[config.mk]
export PLATFORM = sky130hd
export DESIGN_NAME = if_prefetch_stage
export DESIGN_NICKNAME = d
export VERILOG_FILES = /design/src/rtl/if_prefetch_stage.sv
export SDC_FILE = /design/constraint.sdc
export NUM_CORES = 1
export LEC_CHECK = 0
export BUFFER_PORTS_ARGS = -buffer_cell sky130_fd_sc_hd__buf_2
export CORE_UTILIZATION = 25
export DETAILED_ROUTE_END_ITERATION = 6
export PLACE_DENSITY = 0.46
export SLEW_MARGIN = 15
export SYNTH_ARGS = -nofsm -noshare
export SYNTH_HDL_FRONTEND = slang
export SYNTH_SLANG_ARGS = --single-unit
[constraint.sdc]
create_clock -name clk -period 3.6 [get_ports clk]
set_input_delay 0.18 -clock clk [delete_from_list [all_inputs] [get_ports clk]]
set_output_delay 0.18 -clock clk [all_outputs]
set_load 0.01 [all_outputs]
[src/rtl/if_prefetch_stage.sv]
// Instruction-fetch stage: Wishbone single-read fetcher feeding a small
// {pc, instr, err} prefetch queue presented to decode over valid/ack.
module if_prefetch_stage #(
   parameter logic [31:0] RESET_PC = 32'h0000_0000,
   parameter int          DEPTH    = 4
) (
   input  logic        clk,
   input  logic        rst_i,
   input  logic        flush_i,
   input  logic [31:0] pc_i,
   input  logic        halt_i,
   output logic        valid_o,
   input  logic        ack_i,
   output logic [31:0] instr_o,
   output logic [31:0] pc_o,
   output logic        err_o,
   output logic        wb_cyc_o,
   output logic        wb_stb_o,
   output logic        wb_we_o,
   output logic [3:0]  wb_sel_o,
   output logic [31:0] wb_adr_o,
   input  logic [31:0] wb_dat_i,
   input  logic        wb_ack_i,
   input  logic        wb_err_i
);

   localparam int AW = (DEPTH > 1) ? $clog2(DEPTH) : 1;
   localparam int CW = AW + 1;
   localparam logic [CW-1:0] FULL = CW'(DEPTH);
   localparam logic [31:0] NOP = 32'h0000_0013;
   localparam logic [31:0] ALIGN = 32'hFFFF_FFFC;

   typedef enum logic [1:0] {
      IDLE,
      REQ,
      DROP
   } state_e;

   state_e      state_q, state_d;
   logic [31:0] pc_q, pc_d;
   logic [31:0] adr_q, adr_d;
   logic [AW-1:0] wr_q, rd_q;
   logic [CW-1:0] cnt_q;
   logic [31:0] fpc_q [DEPTH];
   logic [31:0] fins_q [DEPTH];
   logic [DEPTH-1:0] ferr_q;
   logic        term;
   logic        push;
   logic        pop;
   logic        empty;

   assign term  = wb_ack_i | wb_err_i;
   assign empty = (cnt_q == '0);
   assign valid_o = !empty && !halt_i;
   assign pop   = valid_o && ack_i && !flush_i;

   always_comb begin
      state_d = state_q;
      pc_d    = pc_q;
      adr_d   = adr_q;
      push    = 1'b0;
      unique case (state_q)
         IDLE: begin
            if (!halt_i && !flush_i && (cnt_q < FULL)) begin
               state_d = REQ;
               adr_d   = pc_q;
            end
         end
         REQ: begin
            if (term) begin
               state_d = IDLE;
               push    = !flush_i;
               pc_d    = pc_q + 32'd4;
            end else if (flush_i) begin
               state_d = DROP;
            end
         end
         DROP: begin
            if (term) state_d = IDLE;
         end
         default: state_d = IDLE;
      endcase
      // a redirect overrides any PC advance from a completing fetch
      if (flush_i) pc_d = pc_i & ALIGN;
   end

   always_ff @(posedge clk) begin
      if (rst_i) begin
         state_q <= IDLE;
         pc_q    <= RESET_PC & ALIGN;
         adr_q   <= '0;
         wr_q    <= '0;
         rd_q    <= '0;
         cnt_q   <= '0;
         ferr_q  <= '0;
         for (int i = 0; i < DEPTH; i++) begin
            fpc_q[i]  <= '0;
            fins_q[i] <= '0;
         end
      end else begin
         state_q <= state_d;
         pc_q    <= pc_d;
         adr_q   <= adr_d;
         if (flush_i) begin
            wr_q  <= '0;
            rd_q  <= '0;
            cnt_q <= '0;
         end else begin
            if (push) begin
               fpc_q[wr_q]  <= adr_q;
               fins_q[wr_q] <= wb_err_i ? NOP : wb_dat_i;
               ferr_q[wr_q] <= wb_err_i;
               wr_q         <= wr_q + 1'b1;
            end
            if (pop) rd_q <= rd_q + 1'b1;
            if (push && !pop) cnt_q <= cnt_q + 1'b1;
            else if (!push && pop) cnt_q <= cnt_q - 1'b1;
         end
      end
   end

   assign pc_o    = fpc_q[rd_q];
   assign instr_o = fins_q[rd_q];
   assign err_o   = ferr_q[rd_q];

   assign wb_cyc_o = (state_q != IDLE);
   assign wb_stb_o = (state_q != IDLE);
   assign wb_we_o  = 1'b0;
   assign wb_sel_o = 4'hF;
   assign wb_adr_o = adr_q;

endmodule
==> Implementation_results.wiki <==
{| class="wikitable"
! Metric !! Value
|-
| CTS root buf || sky130_fd_sc_hd__clkbuf_16
|-
| Buffers on Ports || 164
|-
| Final clock skew || roughly 0.025 ns
|-
| Crit path max-delay cell type || sky130_fd_sc_hd__dfxtp_4
|-
| Slew at the pin closest to its max-slew limit || 0.995 ns
|-
| Initial DRC count || 570
|-
| Largest fanout on the critical path || 27
|-
| Detailed-routing iteration count for the pre-antenna-repair pass || 5
|-
| Cell family contributing the most delay on the critical path || flip-flops
|-
| Cts bufs inserted || 38
|-
| Count of mapped cells out of synthesis || 1101
|-
| Count of yosys warnings during synthesis || 0
|-
| End point of the most critical hold path || fins_q[3][1]
|-
| Site Rows || 86
|-
| Clock latency on the worst-skew pair || 0.55 ns
|-
| Worst reg2reg endpoint || pc_q[22]
|-
| Setup fix buffers added after clock tree synthesis || 0
|-
| Layout cell share with drive strength beyond 1 || 0.243
|-
| Required time of the critical path || between 3 and 4 ns
|-
| Area of the die || approximately 58000 sq um
|-
| Critical Path End Type || output port
|-
| Critical Path Max Stage Delay || 0.76 ns
|-
| Share of the yosys chip area belonging to registers || 0.633
|-
| Via density || 4.48
|-
| Portion of synthesized cell area occupied by the leading cell type || 0.527
|-
| Total Negative Setup Slacks || 0 ns
|-
| Clock Sinks || between 300 and 400
|-
| Overall fraction of global-route tracks in use || 0.142
|-
| Number of cells upsized or downsized after cts || 0
|-
| Syn avg cell area || between 10 and 15 sq um
|-
| Antenna violations before repair || 0
|-
| Power density of the placed cells || 472 nW/um^2
|-
| Synthesized cell area || 14100 sq um
|-
| DP HPWL || 25800 um
|-
| Antenna-violating nets left || 0
|-
| Number of top-level design ports || 176
|-
| Buffer depth of the longest clock path || 3
|-
| DP Area || 15900 sq um
|-
| Max Clk Rate || 371 MHz
|-
| Hold path cells || 3
|-
| Unrepaired setup endpoints after global routing || false
|-
| Clock slew at the register clock pins of the worst setup and hold paths || 0.06 ns
|-
| Worst setup path class || flip-flop to output port
|-
| Number of synthesized flops with an enable pin || 248
|-
| Worst vdd ir || between 0.3 and 0.4 mV
|-
| Reg-to-reg startpoint || pc_q[2]
|-
| Start point of the worst min-delay path || wb_dat_i[1]
|-
| Distinct cells, synth || 46
|-
| Via count of the first global-routing pass || 9468
|-
| Total buffers and inverters traversed by the critical path || 2
|-
| Weighted congestion at the end of routability-driven global placement || about 0.76
|-
| Run status || completed
|-
| Routed wire length per instance || 19.3 um
|-
| Antenna cells || 0
|-
| Cells traversed along the worst timing path || buf_4 > mux4_2 > buf_2
|-
| Top flip-flop cell by instance count after synthesis || sky130_fd_sc_hd__edfxtp_1
|-
| WL final || 40400 um
|-
| DRC violations left || 0
|-
| Data arrival at the endpoint of the critical path || between 2 and 3 ns
|-
| Share of async-settable or async-resettable flops after synthesis || 0
|-
| Core ar. || 55500 sq um
|-
| CTS H-Tree Depth || 2
|-
| Effective utilization at floorplan || 0.255
|-
| Number of nets at the end of the flow || between 1000 and 1500
|-
| Register-to-Register Path Depth || 5
|-
| Final std cell area, no fill || 17700 sq um
|-
| Setup slack, reg-to-reg || 1.13 ns
|-
| Number of endpoints with negative hold slack in the final report || 0
|-
| Die extent in x || 240 um
|-
| Die outline height || 240 um
|-
| Leakage || 6.55 nW
|-
| Biggest area contributors in the synthesized netlist || sky130_fd_sc_hd__edfxtp_1, sky130_fd_sc_hd__dfxtp_1, sky130_fd_sc_hd__mux4_2, sky130_fd_sc_hd__and2_1, sky130_fd_sc_hd__nor2_1
|-
| Worst min path class || input pin to flip-flop
|-
| Wire length of the first global-routing pass || 60400 um
|-
| Number of endpoints failing setup at the final stage || 0
|-
| TritonCTS clock tree || done
|-
| Category of the worst setup path launch point || flip-flop
|-
| Biggest area consumer among synthesized cells || sky130_fd_sc_hd__edfxtp_1
|-
| Hold-fix buffer count after cts || 59
|-
| Max-capacitance violation count || 0
|-
| Number of max-slew violations in the final report || 0
|-
| Final global-route overflow total || 0
|-
| Number of synthesized register bits || 323
|-
| Share of the clock period used by the worst path after layout || 0.748
|-
| Layout overhead on the synthesized area || 25.0%
|-
| DR vias || 9383
|-
| Largest net degree at the start of global routing || 63
|-
| Crit path time final || 2.69 ns
|-
| Slew HR || 0.336
|}
==> synthesized netlist by cell type (6+ instances only) <==
| master | instances |
|---|---|
| sky130_fd_sc_hd__a211oi_1 | 7 |
| sky130_fd_sc_hd__a31oi_1 | 6 |
| sky130_fd_sc_hd__and2_1 | 151 |
| sky130_fd_sc_hd__dfxtp_1 | 75 |
| sky130_fd_sc_hd__buf_4 | 10 |
| sky130_fd_sc_hd__o31ai_1 | 11 |
| sky130_fd_sc_hd__nand4_1 | 13 |
| sky130_fd_sc_hd__nor4_1 | 9 |
| sky130_fd_sc_hd__buf_1 | 10 |
| sky130_fd_sc_hd__nand2_1 | 106 |
| sky130_fd_sc_hd__mux4_2 | 63 |
| sky130_fd_sc_hd__or3_1 | 6 |
| sky130_fd_sc_hd__inv_1 | 38 |
| sky130_fd_sc_hd__a311oi_1 | 16 |
| sky130_fd_sc_hd__clkbuf_1 | 62 |
| sky130_fd_sc_hd__nor2_1 | 108 |
| sky130_fd_sc_hd__xnor2_1 | 8 |
| sky130_fd_sc_hd__o21ai_0 | 10 |
| sky130_fd_sc_hd__edfxtp_1 | 248 |
| sky130_fd_sc_hd__nand3_1 | 24 |
| sky130_fd_sc_hd__a21oi_1 | 39 |
| sky130_fd_sc_hd__or4_1 | 11 |
| sky130_fd_sc_hd__nor3_1 | 19 |
| sky130_fd_sc_hd__ha_1 | 6 |
==> layout make-up <==
cell class / count / area [sq um]
well taps: 748 / 936
flip-flops and latches: 323 / 8960
repair buffers: 255 / 1710
inverters: 39 / 146
clock buffers: 50 / 1020
clock inverters: 17 / 133
fillers: 5653 / 37900
multi-input cells: 661 / 4760
==> tightest hold or removal path, stage by stage <==
cell and delay [ns]:
sky130_fd_sc_hd__buf_2 0.10, sky130_fd_sc_hd__nor2_1 0.08, sky130_fd_sc_hd__nor2_1 0.09
==> per-layer routing <==
layer  global-route usage  up-vias  wire length, um
met1                0.193     4660            18500
met4               0.0420        0              807
met2                0.230      251            19100
met3               0.0234       48             2000
met5                    0        -                0
li1                     -     4424                -
==> flip-flops by register name, summed over array words and instances (netlist names), named ones only <==
| register | cells |
|---|---|
| state_q | 2 |
| wb_adr_o | 30 |
| fpc_q | 120 |
| wr_q | 2 |
| fins_q | 128 |
| ferr_q | 4 |
| pc_q | 30 |
| rd_q | 2 |
| cnt_q | 3 |
==> how the worst max path moves through the flow <==
stage / slack (ns) / startpoint / depth (start not counted) / end
final: 0.91 / flip-flop / 3 / instr_o[4]
after global placement: 1.09 / flush_i / 6 / fins_q[2][6]
after CTS: 0.78 / flip-flop / 3 / instr_o[4]
after global routing: 0.73 / flip-flop / 3 / instr_o[4]
after detailed placement: 1.09 / flush_i / 6 / fins_q[2][6]
after floorplan: 0.25 / wb_err_i / 7 / fins_q[0][0]
==> cell families after synthesis <==
family | synth area share
AO/OA/AOI/OAI | 0.0458
AND/OR/NAND/NOR | 0.169
multiplexers | 0.101
XOR/XNOR | 0.00743
buffers and inverters | 0.0363
other | 0.000531
adder cells (fa/ha/maj) | 0.00673
flip-flops | 0.633
==> stage by stage <==
step	setup slack, ns	hold slack, ns	util	power (mW)	instances
2_1_floorplan	0.252	0.335	-	4.50	1108
3_3_place_gp	1.09	0.449	0.287	4.71	1967
3_5_place_dp	1.09	0.454	0.287	4.71	1967
4_1_cts	0.783	0.000126	0.318	8.46	2093
5_1_grt	0.734	0.0286	0.318	8.64	2093
6_report	0.908	0.0217	0.318	8.33	2093
==> where the power goes <==
part / total, mW / switching, mW / internal (mW)
clock network: 3.66 / 1.53 / 2.13
registers: 4.21 / 0.0828 / 4.13
logic: 0.459 / 0.267 / 0.191
==> placed cells by master, fill, tap and decap left out, drive strengths merged, types with 3 or more instances in the layout <==
master       instances
dfxtp               75
conb                 9
a211oi               7
and2               151
xor2                 4
a21oi               39
dlygate4sd3         59
nor3                19
a311oi              16
o211ai               5
or3                  6
nand3               24
edfxtp             248
and3                 3
o31ai               11
clkbuf              50
or4                 12
mux4                63
nand2              106
clkinv              12
buf                196
nor2               108
a31oi                6
and4                 5
or2                  5
xnor2                8
ha                   6
nor4                 9
nand4               14
inv                 41
o21ai               10
(Power assumes the default switching activity.)
